==> src/rtl/dmem_arbiter.sv <==
// dmem_arbiter: two-port data-memory arbiter with a single transaction in
// flight. Each transaction runs IDLE -> ACCESS -> RESP (3 cycles). The
// accepted request is lane-aligned onto a word-wide memory, and load data is
// lane-selected and sign/zero-extended before it is returned to the requester.
//
// Ports:
//   clk, reset          rising-edge clock, synchronous active-high reset
//   pN*  (N = 0, 1)     request: Valid/We/Addr/Wdata/Size/Unsigned,
//                       Ready (combinational accept),
//                       response: RespValid/Rdata/Err (registered)
//   mem*                memWE/memA/memWD/memStrobe (registered),
//                       memRD (combinational read data from memory)
//
// Build option: define DMEM_ARB_RR_EN for round-robin arbitration; otherwise
// port 0 has fixed priority over port 1.
module dmem_arbiter (
  input  logic        clk,
  input  logic        reset,
  input  logic        p0Valid,
  output logic        p0Ready,
  input  logic        p0We,
  input  logic [31:0] p0Addr,
  input  logic [31:0] p0Wdata,
  input  logic [1:0]  p0Size,
  input  logic        p0Unsigned,
  output logic        p0RespValid,
  output logic [31:0] p0Rdata,
  output logic        p0Err,
  input  logic        p1Valid,
  output logic        p1Ready,
  input  logic        p1We,
  input  logic [31:0] p1Addr,
  input  logic [31:0] p1Wdata,
  input  logic [1:0]  p1Size,
  input  logic        p1Unsigned,
  output logic        p1RespValid,
  output logic [31:0] p1Rdata,
  output logic        p1Err,
  output logic        memWE,
  output logic [31:0] memA,
  output logic [31:0] memWD,
  output logic [3:0]  memStrobe,
  input  logic [31:0] memRD
);

  localparam int unsigned DW = 32;
  localparam int unsigned SW = 4;
  localparam logic [1:0] SZ_BYTE = 2'b00;
  localparam logic [1:0] SZ_HALF = 2'b01;
  localparam logic [1:0] SZ_WORD = 2'b10;
  localparam logic [1:0] SZ_RSVD = 2'b11;

  typedef enum logic [1:0] {
    IDLE   = 2'd0,
    ACCESS = 2'd1,
    RESP   = 2'd2
  } state_t;

  state_t state, state_next;

  logic req_any;
  logic grant_id;
  logic accept;

`ifdef DMEM_ARB_RR_EN
  // ptr names the port that wins the next simultaneous request
  logic ptr;

  always_comb begin
    req_any = p0Valid | p1Valid;
    if (p0Valid && p1Valid) grant_id = ptr;
    else                    grant_id = p1Valid;
  end

  always_ff @(posedge clk) begin
    if (reset)       ptr <= 1'b0;
    else if (accept) ptr <= ~grant_id;
  end
`else
  // Fixed priority: port 1 only wins when port 0 is not requesting
  always_comb begin
    req_any  = p0Valid | p1Valid;
    grant_id = ~p0Valid & p1Valid;
  end
`endif

  // Request fields of the port being granted, plus lane strobe/data
  logic          sel_we;
  logic          sel_uns;
  logic [DW-1:0] sel_addr;
  logic [DW-1:0] sel_wdata;
  logic [1:0]    sel_size;
  logic          sel_err;
  logic [SW-1:0] sel_strb;
  logic [DW-1:0] sel_wd;

  always_comb begin
    sel_we    = grant_id ? p1We       : p0We;
    sel_uns   = grant_id ? p1Unsigned : p0Unsigned;
    sel_addr  = grant_id ? p1Addr     : p0Addr;
    sel_wdata = grant_id ? p1Wdata    : p0Wdata;
    sel_size  = grant_id ? p1Size     : p0Size;
    sel_err   = (sel_size == SZ_RSVD)
              | ((sel_size == SZ_HALF) & sel_addr[0])
              | ((sel_size == SZ_WORD) & (sel_addr[1:0] != 2'b00));
    sel_strb  = '0;
    sel_wd    = sel_wdata;
    case (sel_size)
      SZ_BYTE: begin
        sel_strb = 4'b0001 << sel_addr[1:0];
        sel_wd   = {4{sel_wdata[7:0]}};
      end
      SZ_HALF: begin
        sel_strb = 4'b0011 << sel_addr[1:0];
        sel_wd   = {2{sel_wdata[15:0]}};
      end
      SZ_WORD: sel_strb = 4'b1111;
      default: sel_strb = '0;
    endcase
    // A faulting access never touches memory
    if (sel_err) sel_strb = '0;
  end

  // State register
  always_ff @(posedge clk) begin
    if (reset) state <= IDLE;
    else       state <= state_next;
  end

  // Next state and combinational accept
  always_comb begin
    state_next = state;
    accept     = 1'b0;
    p0Ready    = 1'b0;
    p1Ready    = 1'b0;
    case (state)
      IDLE: begin
        if (req_any) begin
          accept     = 1'b1;
          p0Ready    = ~grant_id;
          p1Ready    = grant_id;
          state_next = ACCESS;
        end
      end
      ACCESS:  state_next = RESP;
      RESP:    state_next = IDLE;
      default: state_next = IDLE;
    endcase
  end

  // Captured transaction attributes needed after acceptance
  logic       cap_id;
  logic       cap_we;
  logic [1:0] cap_lane;
  logic [1:0] cap_size;
  logic       cap_uns;
  logic       cap_err;

  // Load lane select and extension; stores and faults return zero
  logic [DW-1:0] lane_data;
  logic [DW-1:0] load_val;

  always_comb begin
    lane_data = memRD >> {cap_lane, 3'b000};
    case (cap_size)
      SZ_BYTE: load_val = {{24{lane_data[7] & ~cap_uns}}, lane_data[7:0]};
      SZ_HALF: load_val = {{16{lane_data[15] & ~cap_uns}}, lane_data[15:0]};
      default: load_val = lane_data;
    endcase
    if (cap_we | cap_err) load_val = '0;
  end

  // Registered memory-side and response-side outputs
  always_ff @(posedge clk) begin
    if (reset) begin
      memWE       <= 1'b0;
      memA        <= '0;
      memWD       <= '0;
      memStrobe   <= '0;
      p0RespValid <= 1'b0;
      p0Rdata     <= '0;
      p0Err       <= 1'b0;
      p1RespValid <= 1'b0;
      p1Rdata     <= '0;
      p1Err       <= 1'b0;
      cap_id      <= 1'b0;
      cap_we      <= 1'b0;
      cap_lane    <= '0;
      cap_size    <= '0;
      cap_uns     <= 1'b0;
      cap_err     <= 1'b0;
    end else begin
      memWE       <= 1'b0;
      p0RespValid <= 1'b0;
      p0Rdata     <= '0;
      p0Err       <= 1'b0;
      p1RespValid <= 1'b0;
      p1Rdata     <= '0;
      p1Err       <= 1'b0;
      if (accept) begin
        memWE     <= sel_we & ~sel_err;
        memA      <= {sel_addr[31:2], 2'b00};
        memWD     <= sel_wd;
        memStrobe <= sel_strb;
        cap_id    <= grant_id;
        cap_we    <= sel_we;
        cap_lane  <= sel_addr[1:0];
        cap_size  <= sel_size;
        cap_uns   <= sel_uns;
        cap_err   <= sel_err;
      end
      // Leaving ACCESS: load data is sampled here and shown during RESP
      if (state == ACCESS) begin
        if (cap_id) begin
          p1RespValid <= 1'b1;
          p1Rdata     <= load_val;
          p1Err       <= cap_err;
        end else begin
          p0RespValid <= 1'b1;
          p0Rdata     <= load_val;
          p0Err       <= cap_err;
        end
      end
    end
  end

endmodule

==> config.mk <==
export PLATFORM = sky130hd
export DESIGN_NAME = dmem_arbiter
export DESIGN_NICKNAME = d
export VERILOG_FILES = /design/src/rtl/dmem_arbiter.sv
export SDC_FILE = /design/constraint.sdc
export NUM_CORES = 1
export LEC_CHECK = 0
export BUFFER_PORTS_ARGS = -buffer_cell sky130_fd_sc_hd__buf_2
export CORE_MARGIN = 5
export CORE_UTILIZATION = 41
export DETAILED_ROUTE_END_ITERATION = 8
export PLACE_DENSITY = 0.76
export SLEW_MARGIN = 20
export SYNTH_ARGS = -nofsm -noshare
export SYNTH_HDL_FRONTEND = slang
export SYNTH_SLANG_ARGS = --single-unit
==> constraint.sdc <==
create_clock -name clk -period 1.6 [get_ports clk]
set_input_delay 0.32 -clock clk [delete_from_list [all_inputs] [get_ports clk]]
set_output_delay 0.32 -clock clk [all_outputs]
set_load 0.02 [all_outputs]
==> results.toml <==
[die]
dieArea_sq_mm = 0.0173
row_count = 44
initial_core_util_pct = 41.7
io_pins = 311
die_height_um = 132
die_w_um = 132
core_sq_mm = 0.0145

[global_routing]
grt_pass1_wl_um = 34000
grt_pass1_vias = 6436
grtUsageTotal_pct = 24.3
grt_max_degree = 49
antenna_found_initial = 1
grt_overflow_total = 0

[logic_synthesis]
synth_top_area_share_pct = 47.9
yosysUniqueCellTypes = 57
avgSynthCellArea_sq_um = 8.91
synth_edf_count = 0
synth_area_sq_mm = 0.00606
synth_area_leaders = "dfxtp_1, nor2_1, nand2_1, mux2i_1, a311oi_1"
ys_seq_area_share_pct = 47.9
yosysWarnings = 0
ys_async_sr_fraction_pct = 0
syn-instance-count = 680
netlist.top_cell.by_area = "dfxtp_1"
synth_flop_cell = "dfxtp_1"
synth_seq_cells = 145

[cells_and_area]
fillers = 1310
final_core_util_pct = 62.3
drive_above_1_share_pct = 45.0
seq_area_sq_mm = 0.00291
instances_no_fill = 1230
final_area_sq_mm = 0.00905
nets = 1204
layout_common_cells = "buf_2, dfxtp_1, nor2_1"
multi_input_area_sq_mm = 0.00302
final_common_cell = "buf_2"
syn2layout_area_growth_pct = 49.3

[placement]
place_congestion = 0.924
port_buffers = 308
placed_cell_area_sq_mm = 0.00825
hpwl_um = 17300
dpl.cell_count = 1195

[routing]
drt_iter0_drc = 291
drc_errors = 0
first_pass_iters = 5
antenna_left = 0
via_per_inst = 5.25
routed_wl_um = 22100
vias = 6454
wl_per_cell_um = 17.9

[worst_setup_path]
cp_max_fo = 7
crit_start = "cap_lane[1]"
arrival_ps = 1880
startpoint_type = "flip-flop"
r2r-start = "cap_lane[1]"
critPathCaptureType = "flip-flop"
required_ps = 1890
criticalPathCategory = "flip-flop to flip-flop"

[timing]
finClkSkew_ps = 10.4
tightest_slew_ps = 645
final.setup.tns_ps = 0
setup_viol = 0
finalHoldViolations = 0
period_share_pct = 99.0
period_needed_ps = 1580
slew_viol_final = 0
max-slew-margin-rel_pct = 57.0
rsz0062_at_grt = "yes"
fmax_mhz = 632

[run_status]
status = "complete, no violations"

[power_and_ir_drop]
pwr_density_cell_mw_per_mm2 = 1160
total_power_uw = 10500
peakVddDrop_uv = 776
p_leak_uw = 0.00446

[hold_path]
hold_start = "reset"
hold_path_class = "input pin to flip-flop"

[clocking]
cts_buffers = 17
cts.clk_slew.worst_paths_ps = 60
clk_latency_ps = 420
cts-root-buf = "clkbuf_16"
htreeDepth = 4
cts_tree = "built"
ctsLongestPathBuffers = 2
clock_sinks = 145

[flow_run]
cap_violations = 0
[through the flow]
step | setup WS, ps | hold slack [ps]
floorplan | -16.1 | 453
global placement | -164 | 441
detailed placement | -204 | 446
CTS | -65.6 | 135
global route | -38.2 | 150
finish | 16.5 | 150
[registers in the layout, summed over array words and instances, names as in the netlist, 2 cells and up]
signal / count
memWD: 32
p0Rdata: 32
p1Rdata: 32
memA: 30
memStrobe: 4
cap_lane: 2
cap_size: 2
state: 2
[path summary, 6_finish.rpt]
check	endpoint	slack, ps	depth (start not counted)
setup / recovery	p0Rdata[14]	20	4
hold / removal	cap_size[0]	150	2
hold reg to reg	memWD[20]	470	2
setup reg to reg	p0Rdata[14]	20	4
[critical path: stages (launching register included)]
cell	delay, ps
dfxtp_1	360
mux4_2	500
a211o_1	370
nand2_2	160
nor2_1	70
[cell type report]
type / count / share of cell area [%]
Inverter: 9 / 0.373
Antenna cell: 1 / 0.0277
Clock buffer: 18 / 4.85
Timing Repair Buffer: 384 / 24.5
Sequential cell: 145 / 32.1
Multi-Input combinational cell: 475 / 33.3
Tap cell: 184 / 2.54
Clock inverter: 14 / 2.24
[routing by layer]
layer | wire length [um] | track usage, % | vias up
met5 | 11 | 0 | -
met2 | 11200 | 43.2 | 312
li1 | - | - | 3130
met4 | 590 | 8.86 | 2
met1 | 7960 | 26.5 | 2966
met3 | 2250 | 9.02 | 44
[synth_stat cells, drive strengths merged, types with 2 or more instances]
cell,n
dfxtp,145
nor2,116
nand2,103
a311oi,38
mux2i,35
clkbuf,27
buf,25
o21ai,23
a211oi,18
mux2,18
a21oi,15
a32o,9
and3,9
inv,9
o211ai,9
or2,9
a31oi,8
o221ai,8
a2bb2oi,7
and2,4
nand3,4
nor3,4
o31ai,4
nand2b,3
nor2b,3
nand4,2
o2bb2ai,2
o311ai,2
or3,2
or4b,2
[what timing repair did]
action | 4_1_cts | 5_1_grt
pin swaps | 4 | 4
hold buffers | 0 | 0
setup buffers | 2 | 1
resized for setup | 17 | 37
endpoints found under the setup margin | 16 | 44
[cells by family (layout without fill, tap and decap cells)]
family | count (synthesis) | count (layout) | share of synthesized area (%)
AND/OR/NAND/NOR | 266 | 266 | 18.6
other | 1 | 3 | 0.0619
buffers and inverters | 61 | 425 | 4.81
multiplexers | 54 | 54 | 9.49
AO/OA/AOI/OAI | 151 | 151 | 18.8
XOR/XNOR | 2 | 2 | 0.289
flip-flops | 145 | 145 | 47.9
[report_power, final]
part	total (uW)	switching, uW	internal [uW]	leakage [uW]
registers	4010	140	3870	0.00119
clock network	4280	1600	2680	0.000317
logic	2250	1300	948	0.00296
total	10500	3040	7500	0.00446
Note: power is estimated with default switching activity, not from simulation.
